==> config.mk <==
export PLATFORM = sky130hd
export DESIGN_NAME = venmac_param
export DESIGN_NICKNAME = d
export VERILOG_FILES = /design/src/rtl/venmac_pkg.sv /design/src/rtl/venmac_prio_enc.sv /design/src/rtl/venmac_param.sv
export SDC_FILE = /design/constraint.sdc
export NUM_CORES = 1
export LEC_CHECK = 0
export ABC_AREA = 0
export CORE_MARGIN = 3
export CORE_UTILIZATION = 45
export DETAILED_ROUTE_END_ITERATION = 7
export PLACE_DENSITY = 0.69
export SYNTH_ARGS = -nofsm -noshare
export SYNTH_HDL_FRONTEND = slang
export SYNTH_SLANG_ARGS = --single-unit
export TNS_END_PERCENT = 20
==> constraint.sdc <==
create_clock -name clk -period 2.67 [get_ports clk]
set_input_delay 0.4005 -clock clk [delete_from_list [all_inputs] [get_ports clk]]
set_output_delay 0.4005 -clock clk [all_outputs]
set_load 0.01 [all_outputs]
==> src/rtl/venmac_pkg.sv <==
`default_nettype none
// ============================================================================
// Module      : venmac_pkg
// Description : Shared state type, default parameters and sizing helper for
//               the parameterised vending-machine controller.
// Revision    : 1.0 - initial release
// ============================================================================
package venmac_pkg;

    typedef enum logic [1:0] {
        ACCUM  = 2'd0,
        VEND   = 2'd1,
        CHANGE = 2'd2
    } state_t;

    localparam int c_DEF_N_ITEMS = 2;
    localparam int c_DEF_CW      = 6;
    localparam int c_DEF_A_VAL   = 1;
    localparam int c_DEF_B_VAL   = 5;
    localparam int c_DEF_PRICE   = 6;

    // An item index is always at least one bit wide, even for one channel.
    function automatic int item_w(input int n);
        return (n > 1) ? $clog2(n) : 1;
    endfunction

endpackage
`default_nettype wire

==> src/rtl/venmac_prio_enc.sv <==
`default_nettype none
// ============================================================================
// Module      : venmac_prio_enc
// Description : Lowest-index-wins priority encoder for product select bits.
// Revision    : 1.0 - initial release
// ============================================================================
module venmac_prio_enc #(
    parameter int N = 2,
    parameter int W = 1
) (
    input  logic [N-1:0] req,
    output logic [W-1:0] idx,
    output logic         valid
);

    always_comb begin
        idx   = '0;
        valid = |req;
        // Scan downward so the lowest set bit is the last one written.
        for (int i = N - 1; i >= 0; i--) begin
            if (req[i]) begin
                idx = W'(i);
            end
        end
    end

endmodule
`default_nettype wire

==> src/rtl/venmac_param.sv <==
`default_nettype none
// ============================================================================
// Module      : venmac_param
// Description : Parameterised coin-credit vending controller with vend and
//               change-return sequencing. Define VENMAC_REFUND_EN to enable
//               cancel-driven refund of the full credit.
// Revision    : 1.0 - initial release
// ============================================================================
module venmac_param
    import venmac_pkg::*;
#(
    parameter int N_ITEMS = c_DEF_N_ITEMS,
    parameter int CW      = c_DEF_CW,
    parameter int A_VAL   = c_DEF_A_VAL,
    parameter int B_VAL   = c_DEF_B_VAL,
    parameter int PRICE   = c_DEF_PRICE,
    localparam int IW     = item_w(N_ITEMS)
) (
    input  logic               clk,
    input  logic               rst,
    input  logic               coin_a,
    input  logic               coin_b,
    input  logic [N_ITEMS-1:0] sel,
    input  logic               cancel,
    output logic               can,
    output logic [IW-1:0]      item,
    output logic               coin_out,
    output logic               coin_rej,
    output logic               busy,
    output logic [CW-1:0]      credit
);

    localparam int            c_CMAX  = (1 << CW) - 1;
    localparam bit            c_A_OK  = (A_VAL <= c_CMAX);
    localparam bit            c_B_OK  = (B_VAL <= c_CMAX);
    localparam logic [CW-1:0] c_A_LIM = c_A_OK ? CW'(c_CMAX - A_VAL) : '0;
    localparam logic [CW-1:0] c_B_LIM = c_B_OK ? CW'(c_CMAX - B_VAL) : '0;
    localparam logic [CW-1:0] c_A_CW  = CW'(A_VAL);
    localparam logic [CW-1:0] c_B_CW  = CW'(B_VAL);
    localparam logic [CW-1:0] c_PRICE = CW'(PRICE);

    state_t        r_state, w_state_next;
    logic [CW-1:0] r_credit, w_credit_next;
    logic [IW-1:0] r_item, w_item_next;
    logic [IW-1:0] w_sel_idx;
    logic          w_sel_valid;
    logic          w_fit_a, w_fit_b, w_one_coin, w_accept, w_accum_rej;
    logic [CW-1:0] w_credit_coin, w_remain;

    venmac_prio_enc #(
        .N (N_ITEMS),
        .W (IW)
    ) u_prio_enc (
        .req   (sel),
        .idx   (w_sel_idx),
        .valid (w_sel_valid)
    );

    // Overflow test done against a precomputed limit to keep all math CW wide.
    assign w_fit_a       = c_A_OK && (r_credit <= c_A_LIM);
    assign w_fit_b       = c_B_OK && (r_credit <= c_B_LIM);
    assign w_one_coin    = coin_a ^ coin_b;
    assign w_accept      = w_one_coin && (coin_a ? w_fit_a : w_fit_b);
    assign w_accum_rej   = (coin_a & coin_b) | (w_one_coin & ~w_accept);
    assign w_credit_coin = w_accept ? (r_credit + (coin_a ? c_A_CW : c_B_CW)) : r_credit;
    assign w_remain      = r_credit - c_PRICE;

`ifndef VENMAC_REFUND_EN
    logic w_unused_cancel;
    assign w_unused_cancel = cancel;
`endif

    always_comb begin
        w_state_next  = r_state;
        w_credit_next = r_credit;
        w_item_next   = r_item;
        can           = 1'b0;
        item          = '0;
        coin_out      = 1'b0;
        coin_rej      = 1'b0;
        busy          = 1'b0;
        case (r_state)
            ACCUM: begin
                w_credit_next = w_credit_coin;
                coin_rej      = w_accum_rej;
                // Affordability uses the pre-coin credit.
                if (w_sel_valid && (r_credit >= c_PRICE)) begin
                    w_state_next = VEND;
                    w_item_next  = w_sel_idx;
                end
`ifdef VENMAC_REFUND_EN
                else if (!w_sel_valid && cancel && (r_credit != '0)) begin
                    w_state_next = CHANGE;
                end
`endif
            end
            VEND: begin
                can           = 1'b1;
                item          = r_item;
                busy          = 1'b1;
                coin_rej      = coin_a | coin_b;
                w_credit_next = w_remain;
                w_state_next  = (w_remain != '0) ? CHANGE : ACCUM;
            end
            CHANGE: begin
                coin_out      = 1'b1;
                busy          = 1'b1;
                coin_rej      = coin_a | coin_b;
                w_credit_next = r_credit - CW'(1);
                if (r_credit == CW'(1)) begin
                    w_state_next = ACCUM;
                end
            end
            default: begin
                w_state_next  = ACCUM;
                w_credit_next = '0;
            end
        endcase
        // Input-driven pulses must stay quiet while reset is held.
        if (rst) begin
            can      = 1'b0;
            item     = '0;
            coin_out = 1'b0;
            coin_rej = 1'b0;
            busy     = 1'b0;
        end
    end

    always_ff @(posedge clk or posedge rst) begin
        if (rst) begin
            r_state  <= ACCUM;
            r_credit <= '0;
            r_item   <= '0;
        end else begin
            r_state  <= w_state_next;
            r_credit <= w_credit_next;
            r_item   <= w_item_next;
        end
    end

    assign credit = r_credit;

endmodule
`default_nettype wire

[Yosys cells after proc, flatten, opt, wreduce, memory -nomap -nowiden]
Index checks and enable logic that the tools add are counted.
Storage, ports and cells
  register bits: 9
  bits of input ports: 7
  word-level logic and storage cells: 49
Operators by class
  equal/unequal tests: 6
  bitwise operators: 6
  muxes and demuxes: 20
  add/subtract/negate cells: 3
  $lt $le $gt $ge: 3
  reduce and logical (&&, ||, !) cells: 8
Operator list (number)
  case mux 6 bit (3 select lines): 1
  <= comparator 6 bit, second input constant: 2
  2-to-1 mux 1 bit: 12
  adder 6 x 3 -> 6 bit: 1
  == test 6 x 1 -> 1 bit, second input constant: 1
  >= comparator 6 x 3 -> 1 bit, second input constant: 1
  2-to-1 mux 2 bit: 3
  2-to-1 mux 6 bit: 1
  inequality test 2 bit, second input constant: 3
  case mux 2 bit (3 select lines): 1
  nonzero test 6 bit: 1
  subtractor 6 x 1 -> 6 bit, second input constant: 1
  subtractor 6 x 3 -> 6 bit, second input constant: 1
  AND reduction 2 bit: 2
  OR reduction 2 bit: 2
  2-to-1 mux 3 bit: 1
  AND 1 bit: 2
  == test 2 x 1 -> 1 bit, second input constant: 1
  == test 2 bit, second input constant: 1
  logical AND 1 bit: 2
  logical NOT 2 bit: 1
  bitwise OR 1 bit: 2
  case mux 1 bit (2 select lines): 1
  inverter 1 bit: 1
  XOR 1 bit: 1

[Logic depth before layout (Yosys ltp)]
Gate-level depths: netlist of the first run.
  word-level depth: 8
  gate-level depth with buffers: 9

[Hierarchy]
From an unflattened synthesis of the first run, not the netlist that was laid out.
Second synthesis, totals
  cells, all modules: 125
  area, all modules: 1012.2 um2
Modules (own cells, without submodules)
  venmac_param: cells each 123, times used 1, area each 999.7 um2
  venmac_prio_enc: cells each 2, times used 1, area each 12.5 um2

[Worst setup path after synthesis of the first run]
No wires, ideal clock.
  path kind: flip-flop to output port
  start: reg r_credit[0], in the netlist credit[0]
  end: out coin_rej
  buffers on the path: 1
  required time: 2.270 ns
  setup slack: 0.537 ns
  cell stages (with the launch flop): 9
  data arrival time: 1.732 ns
  cells stage by stage: dfrtp_1 -> buf_6 -> inv_1 -> ha_1 -> and4b_1 -> a31oi_2 -> a21oi_1 -> a221oi_1 -> nor4_1
Between the ends
  longest elaborated chain between the ends: 8
  elaborated cells between the ends (all ways): 9
RTL lines
  from (decl): line venmac_param.sv:43  | logic [CW-1:0] r_credit, w_credit_next;
  from (signal assigned): line venmac_param.sv:136  | r_credit <= w_credit_next;
  <= comparator 6 bit (on tied branches): line venmac_param.sv:61, venmac_param.sv:60
  2-to-1 mux 1 bit *: line venmac_param.sv:63  | assign w_accept = w_one_coin && (coin_a ? w_fit_a : w_fit_b);
  logical AND 1 bit *: line venmac_param.sv:63
  inverter 1 bit *: line venmac_param.sv:64  | assign w_accum_rej = (coin_a & coin_b) | (w_one_coin & ~w_accept);
  AND 1 bit *: line venmac_param.sv:64
  bitwise OR 1 bit *: line venmac_param.sv:64
  case mux 1 bit (2 select lines) *: line venmac_param.sv:82  | case (r_state)
  2-to-1 mux 1 bit *: line venmac_param.sv:120  | if (rst) begin
  to (decl): line venmac_param.sv:28  | output logic coin_rej,
Every way passes the cells marked *; elsewhere a longest branch is shown, timed or not.

[Final worst setup path of the first run]
  start: reg r_credit[1], in the netlist credit[1]
  end: out coin_rej
Same word-level chain as after synthesis.

==> flow_summary_export.csv, run 1 <==
group,metric,value,unit
detailed_routing,ant_nets,0,
layout,drive_gt1_share,11.2,%
timing,setup_violations,0,
power_and_ir_drop,cellPowerDensity,1190,nW/um^2
yosys,synth.most_common_cell,"ha_1",
yosys,synth_top_cell_by_area,"dfrtp_1",
setup_path,r2r-start,"credit[1]",
worst_hold_path,hold_start,"r_item",
clock_network,ctsLongestPathBuffers,2,
die,core_area,2080,um^2
setup_path,crit_fanout,8,
detailed_routing,drc,0,
detailed_routing,via_count,1070,
setup_path,reg2reg_depth,7,
die,die_y,54.4,um
clock_network,htreeDepth,1,
die,die_area,2960,um^2
timing,slew_violations,0,
die,ios,18,
global_routing,gr-usage-all-layers,21.3,%
clock_network,post_cts.repair.setup_buffers,0,
yosys,synth_nets,152,
power_and_ir_drop,pwr-share-seq,16.9,%
status,outcome,"completed",
yosys,synth_edf_count,0,
timing,clock_skew,0.00407,ns
yosys,syn_inst,131,
power_and_ir_drop,irDropWorstVdd,0.868,mV
clock_network,cts_tree,"built",
setup_path,critical_path_buf_inv_count,1,
layout,instances_no_fill,179,
timing,fmax,0.405,GHz
timing,worstMarginPinSlew,0.376,ns
clock_network,root_buffer,"clkbuf_4",
yosys,async_flop_share,100,%
layout,multi_input_area,728,um^2
worst_hold_path,min_path_cells,2,
layout,synthToLayoutAreaGrowth,22.4,%
detailed_routing,routed_wl,2.73,mm
layout,antenna_cells,0,
yosys,synth_common_cells,"ha_1 (14), inv_1 (12), dfrtp_1 (9)",
power_and_ir_drop,leakage,0.593,nW
layout,n_fill_cell,186,
placement,placed_cells,175,
detailed_routing,routed_via_density,5.98,
setup_path,crit_arrival,2.07,ns
clock_network,clk_latency,0.26,ns
setup_path,cpPeakStageDelay,0.49,ns
die,fp-row-count,16,
yosys,synthFlopType,"dfrtp_1",
job,drv_cap,0,
power_and_ir_drop,clkPwrFrac,6.9,%
setup_path,crit_path_start_kind,"register",
global_routing,gr-total-overflow,0,
yosys,syn_area,1060,um^2
setup_path,reg2reg_to,"credit[4]",
yosys,syn_area_per_cell,8.06,um^2
power_and_ir_drop,comb_power_share,76.2,%
placement,gp_congestion,0.803,
placement,hpwl,2.18,mm
global_routing,grt_pass1_wl,4.55,mm
yosys,synth_area_leaders,"dfrtp_1 (21%), ha_1 (17%), inv_1 (4.3%), a31oi_1 (4.1%), o21ai_0 (3.8%)",
setup_path,ff2ff_setup_slack,0.57,ns
die,start_util,50.7,%
timing,period_needed,2.47,ns
layout,num-nets-final,174,
global_routing,antenna_found_initial,0,
setup_path,path_cells,"ha_1, and4b_1, a31oi_2, a21oi_1, a221oi_1, nor4_1, dlygate4sd2_1",
detailed_routing,dr.pass1.iters,5,
yosys,ys_seq_area_share,21.3,%
timing,rsz0062_at_grt,"no",
setup_path,critPathCaptureType,"output port",
setup_path,required,2.27,ns
yosys,yosysWarnings,0,
detailed_routing,wl_per_cell,15.3,um
timing,finalSetupTns,0,ns
power_and_ir_drop,internal_power,804,uW
clock_network,numCtsBuffers,3,
power_and_ir_drop,sw_frac_of_total,47.7,%
worst_hold_path,min_to,"r_item",
timing,hold_viol,0,
global_routing,grt_pass1_vias,982,
setup_path,cp_slowest_cell,"dfrtp_1",
clock_network,clk_pin_slew,0.06,ns
global_routing,grt_max_degree,18,
detailed_routing,drt_iter0_drc,53,
timing,timing.hold.ws,0.571,ns
placement,port_buffers,16,
die,die_x,54.4,um
worst_hold_path,hold_class,"reg2reg",
yosys,yosysTopAreaCellShare,21.3,%
power_and_ir_drop,p_sw,734,uW
clock_network,cts.sinks,9,
timing,max-slew-margin-rel,74.3,%
yosys,synth-seq-cells,9,
layout,regArea,225,um^2
yosys,ys_types,47,
timing,fin_crit_sh,92.4,%
setup_path,crit_family,"compound AO/OA/AOI/OAI gates",
setup_path,worstSetupPathType,"reg2out",
-- worst max path at each step --
stage                           to      start  cells past startpoint  slack [ns]
final                     coin_rej  credit[1]                      7        0.20
after global routing      coin_rej  credit[1]                      7        0.06
after global placement    coin_rej     coin_a                      7        0.08
after floorplan           coin_rej  credit[0]                      8        0.54
after CTS                 coin_rej  credit[1]                      7        0.18
after detailed placement  coin_rej     coin_a                      7      0.0003
-- per-stage QoR --
stage                     util [%]  setup WS [ns]  power, mW  cell area [um^2]
after CTS                     62.1          0.183       1.54              1290
after floorplan                  -          0.537       1.07              1060
final                         62.1          0.203       1.54              1290
after global routing          62.1         0.0629       1.68              1290
after global placement        60.9         0.0805       1.39              1270
after detailed placement      60.9       0.000284       1.43              1270
-- logic make-up (layout without fill, tap and decap cells) --
| logic type | after synthesis | after routing | share of synthesized area, % |
|---|---|---|---|
| and+or+nand+nor | 46 | 46 | 24.1 |
| buffers and inverters | 21 | 42 | 9.72 |
| muxes | 1 | 1 | 1.07 |
| adders and majority gates | 14 | 14 | 16.6 |
| AOI/OAI and AO/OA | 39 | 39 | 26.4 |
| DFF | 9 | 9 | 21.3 |
| xor gates and xnor gates | 1 | 1 | 0.830 |
-- metal layers --
| layer | global-route usage, % | share of wire [%] | up-vias |
|---|---|---|---|
| li1 | - | - | 515 |
| met1 | 27.9 | 42 | 515 |
| met2 | 35.7 | 51 | 40 |
| met3 | 5.99 | 7.1 | 0 |
| met4 | 2.07 | 0 | 0 |
| met5 | 0 | 0 | - |
-- cell type report --
type | count | share of cell area (%)
Multi-Input combinational cell | 101 | 56.3
Timing Repair Buffer | 26 | 18.1
Sequential cell | 9 | 17.4
Inverter | 12 | 3.48
Tap cell | 27 | 2.61
Clock buffer | 4 | 2.03
-- flip-flops by register name (all words and copies together) (netlist names) --
| register | count |
|---|---|
| r_item | 1 |
| r_state | 2 |
| credit | 6 |
-- what timing repair did --
item | in CTS | in global routing
setup endpoints to repair | 1 | 0
resized for setup | 1 | 0
hold buffers | 0 | 0
-- cell usage in the layout (no fill, tap or decap), types with 2 or more instances in the layout --
cell type	netlist	routed
nor3_1	4	4
a31oi_1	7	7
nand2_1	8	8
o21ai_0	8	8
clkbuf_4	0	3
buf_4	1	10
nor4_1	2	2
inv_1	12	12
a21oi_1	4	4
ha_1	14	14
nand3_1	7	7
nand3b_1	2	2
nor2_1	5	5
nor2b_1	4	4
nand2b_1	5	5
o31a_1	2	2
dfrtp_1	9	9
o21ai_1	2	2
clkdlybuf4s50_1	0	15
-- power by group through the flow --
stage          Clock, mW  Combinational [mW]  Sequential, mW
2_1_floorplan          0               0.782           0.286
5_1_grt            0.116                1.29           0.269
4_1_cts            0.107                1.17           0.259
3_3_place_gp           0                1.14           0.257
3_5_place_dp           0                1.17           0.262
6_report           0.106                1.17           0.260
-- worst reg2reg max path, delay by kind of cell (launching register included) --
family	cells	cell delay, ns
adder cells (fa/ha/maj)	1	0.23
AO/OA/AOI/OAI	2	0.31
AND/OR/NAND/NOR	3	0.81
buffers and inverters	1	0.20
flip-flops	1	0.49
Note: power is estimated with default switching activity, not from simulation.
==> run 2, diff against run 1 <==
Settings changed: CTS_CLUSTER_DIAMETER set to 150, SKIP_LAST_GASP set to 1.
==> results of run 2 <==
No change in the layout: final DEF, timing and power equal those of run 1.
==> run 3, diff against run 2 <==
Settings changed: HOLD_SLACK_MARGIN set to 0.12.
==> results of run 3 <==
No change in the layout: final DEF, timing and power equal those of run 1.
==> RTL edit 1 (config.mk and constraints of run 3) <==
The option `VENMAC_REFUND_EN` is turned on by a define.
--- a/src/rtl/venmac_param.sv
+++ b/src/rtl/venmac_param.sv
@@ -8,2 +8,4 @@
 // ============================================================================
+`define VENMAC_REFUND_EN
+
 module venmac_param
Function: changed (Yosys sat finds a counterexample within 4 cycles, from zero or initial values and one cycle with rst high).
==> RTL edit 1 against run 3 <==
Total power is 4.2% higher; highest routed layer is now met4; clock power increased by 6%; final area increased by 3.6%; worst setup slack gained 0.019 ns; synthesized area is 1.2% lower; cell count increased by 1.7%; sequential cell count unchanged; routed wire length down 0.59%; largest power group unchanged; via count down 1.6%; global-route usage is 0.28 points lower.
==> RTL edit 1: results (changes against run 3) <==
[outcome]
run_status = complete, no violations  ; unchanged

[route]
routed_via_density = 5.79  ; was 5.98
finalWirelength_um = 2720  ; was 2730 um
detailedRoute.firstIterationViolations = 22  ; was 53
detail_route.wl_per_cell_um = 14.9  ; was 15.3 um

[cells_and_area]
clock_network_area_share_pct = 1.96  ; was 2.03%
seq_area_share_pct = 16.8  ; was 17.4%
fillerInstances = 189  ; was 186
non_clock_inverter_count = 15  ; was 12
multiInputGateArea_sq_um = 734  ; was 728 sq um
buffers_excl_clock = 30  ; was 26
layout.core_utilization_pct = 64.3  ; was 62.1%
nMultiInputCombCells = 97  ; was 101
signal_buffer_area_fraction_pct = 19.6  ; was 18.1%
layout-drive-gt1-share_pct = 16.8  ; was 11.2%

[sta]
max-slew-margin-rel_pct = 71.3  ; was 74.3%
fin_worst_skew_ns = 0.00252  ; was 0.00407 ns

[worst_setup_path]
critPathMaxFanout = 10  ; was 8
path_delay_family = buffers and inverters  ; was compound AO/OA/AOI/OAI gates
max_stage_delay_ns = 0.54  ; was 0.49 ns
data_arrival_critical_path_ns = 2.05  ; was 2.07 ns

[grt]
grt_first_pass_wirelength_um = 4410  ; was 4550 um
groute.usage.overall_pct = 21.0  ; was 21.3%
grt_start_max_net_pins = 16  ; was 18
grt_pass1_vias = 959  ; was 982

[synthesis]
synth_seq_area_share_pct = 21.6  ; was 21.3%
post_synth_xor_area_fraction_pct = 3.36  ; was 0.829%
share_of_async_settable_or_async_resettable_flops_after_synthesis_pct = 100  ; unchanged
yosys-top-cells-count = 15 x sky130_fd_sc_hd__inv_1, 14 x sky130_fd_sc_hd__ha_1, 11 x sky130_fd_sc_hd__a21oi_1  ; was 14 x sky130_fd_sc_hd__ha_1, 12 x sky130_fd_sc_hd__inv_1, 9 x sky130_fd_sc_hd__dfrtp_1
synth-compound-area-share_pct = 32.0  ; was 26.4%
mappedNetlistNets = 147  ; was 152
synth_fa_ha_area_share_pct = 16.8  ; was 16.6%
ys_dominant_reg_cell = sky130_fd_sc_hd__dfrtp_1  ; unchanged
post_synth_main_area_contributors = sky130_fd_sc_hd__dfrtp_1 22%, sky130_fd_sc_hd__ha_1 17%, sky130_fd_sc_hd__inv_1 5.4%  ; was sky130_fd_sc_hd__dfrtp_1 21%, sky130_fd_sc_hd__ha_1 17%, sky130_fd_sc_hd__inv_1 4.3%
post_synth_num_cell_types = 42  ; was 47

[power_and_ir_drop]
ir_drop_v = 0.000662  ; was 0.000868 V
pg_clk_mw = 0.112  ; was 0.106 mW
p_leak_nw = 0.602  ; was 0.593 nW
p_seq_mw = 0.253  ; was 0.260 mW
pwr-share-seq_pct = 15.8  ; was 16.9%

[place]
globalplace.congestion = 0.883  ; was 0.803
dpl.hpwl_um = 2070  ; was 2180 um
placed_cell_area_sq_mm = 0.00132  ; was 0.00127 sq mm
buffer_ports.inserted = 17  ; was 16
dpl_worst_slack_ns = -0.220  ; was 0.000284 ns
dp_cells = 178  ; was 175

[floorplanning]
die_width_um = 54.2  ; was 54.4 um

[cts]
htreeDepth = 1  ; unchanged

==> RTL edit 1: changes by cell type after synthesis, moves of 3 or more <==
cell                      before  now
sky130_fd_sc_hd__nor2_1        5   10
sky130_fd_sc_hd__inv_1        12   15
sky130_fd_sc_hd__nand2_1       8    5
sky130_fd_sc_hd__a31oi_1       7    1
sky130_fd_sc_hd__buf_2         4    1
sky130_fd_sc_hd__a21oi_1       4   11
sky130_fd_sc_hd__nor3_1        4    0
sky130_fd_sc_hd__nand3_1       7    3
==> RTL edit 1: final timing paths <==
check / end / startpoint / cells past startpoint / slack [ns]
max in group asynchronous: credit[0] / rst / 3 / 1.97
max: can / r_state[1] / 5 / 0.22
min: r_item / r_item / 2 / 0.53
max reg2reg: credit[5] / credit[0] / 8 / 0.64
min in group asynchronous: r_state[1] / rst / 3 / 0.56
min reg2reg: r_item / r_item / 2 / 0.53
==> RTL edit 1: routing by layer <==
layer	track usage, %	share of wire [%]
met1	26.8	44
met3	3.32	5.2
met5	0	0
met4	6.22	1.4
met2	35.9	49
==> RTL edit 2 (flow settings as in run 3) <==
Made on the original files. Reset style: synchronous (`rst`), changed in one clocked block.
--- a/src/rtl/venmac_param.sv
+++ b/src/rtl/venmac_param.sv
@@ -128,3 +128,3 @@
 
-    always_ff @(posedge clk or posedge rst) begin
+    always_ff @(posedge clk) begin
         if (rst) begin
Check against the original RTL: differs if rst is asserted again (counterexample within 4 cycles, from zero or initial values and one cycle with rst high); with rst held inactive, the same outputs for 10 cycles.
==> RTL edit 2 against run 3 <==
Worst setup slack better by 0.036 ns; synthesized area is 7.7% lower; total power is 1.5% lower; clock skew is 0.00074 ns lower; sequential cell count stayed put; sequential power is 5% higher; routed wire length is 8.9% lower; combinational power is 3% lower; final area is 5.2% lower; largest power group unchanged.
==> RTL edit 2: results (changes against run 3) <==
[route]
detailedRoute.firstIterationViolations = 33  ; was 53
wl_met3_um = 174  ; was 193 um
dr.max_layer_used = met4  ; was met3
routed_via_density = 5.65  ; was 5.98
detail_route.wl_per_cell_um = 15.0  ; was 15.3 um

[cells_and_area]
area_taken_by_flip_flops_and_latches_sq_um = 181  ; was 225 sq um
fraction_of_area_in_multi_input_gates_pct = 58.4  ; was 56.3%
instances_no_fill = 166  ; was 179
signal_buffer_area_fraction_pct = 17.6  ; was 18.1%
layout-drive-gt1-share_pct = 12.2  ; was 11.2%
fillerInstances = 173  ; was 186

[place]
placed_cell_area_sq_mm = 0.00119  ; was 0.00127 sq mm
globalplace.congestion = 0.894  ; was 0.803
dpl_worst_slack_ns = 0.0733  ; was 0.000284 ns
dpl.hpwl_um = 1910  ; was 2180 um

[synthesis]
ys_dominant_reg_cell = sky130_fd_sc_hd__dfxtp_1  ; was sky130_fd_sc_hd__dfrtp_1
post_synth_num_cell_types = 41  ; was 47
synth-compound-area-share_pct = 28.4  ; was 26.4%
synth_fa_ha_area_share_pct = 18.0  ; was 16.6%
post_synth_inst_count = 118  ; was 131
post_synth_xor_area_fraction_pct = 8.09  ; was 0.829%
mappedNetlistNets = 139  ; was 152

[grt]
grt_start_max_net_pins = 12  ; was 18
use_met3_pct = 4.27  ; was 5.99%
grt_pass1_vias = 879  ; was 982

[worst_setup_path]
data_arrival_critical_path_ns = 2.03  ; was 2.07 ns
timing.rr.end = credit[5]  ; was credit[4]
critical_path.slowest_cell = sky130_fd_sc_hd__clkdlybuf4s50_1  ; was sky130_fd_sc_hd__dfrtp_1
path_delay_family = buffers and inverters  ; was compound AO/OA/AOI/OAI gates
rr_startpoint = credit[2]  ; was credit[1]
max_stage_delay_ns = 0.53  ; was 0.49 ns

[sta]
final.hold.worst_slack_ns = 0.506  ; was 0.571 ns

[power_and_ir_drop]
ir_drop_v = 0.000761  ; was 0.000868 V

[outcome]
run_status = complete, no violations  ; unchanged

==> RTL edit 2: logic make-up after synthesis <==
logic type | after synthesis
buffers and inverters | 20
XOR/XNOR | 9
adder cells (fa/ha/maj) | 14
AO/OA/AOI/OAI | 33
flip-flops | 9
AND/OR/NAND/NOR | 30
multiplexers | 3
==> RTL edit 2: worst max-delay path by stage <==
stage          slack [ns]  cells after the start        to  startpoint
6_report             0.24                      6      item  r_state[1]
5_1_grt              0.13                      6      item  r_state[1]
4_1_cts              0.02                      7  coin_rej   credit[1]
3_5_place_dp         0.07                      7  coin_rej      coin_a
3_3_place_gp          0.1                      7  coin_rej      coin_a
2_1_floorplan        0.67                      8  coin_rej   credit[2]
==> RTL edit 2: report_power, final <==
| part | total, mW | switching (mW) | internal (mW) |
|---|---|---|---|
| clock network | 0.112 | 0.0537 | 0.0580 |
| logic | 1.13 | 0.612 | 0.520 |
| registers | 0.272 | 0.0729 | 0.199 |
| total | 1.52 | 0.738 | 0.777 |
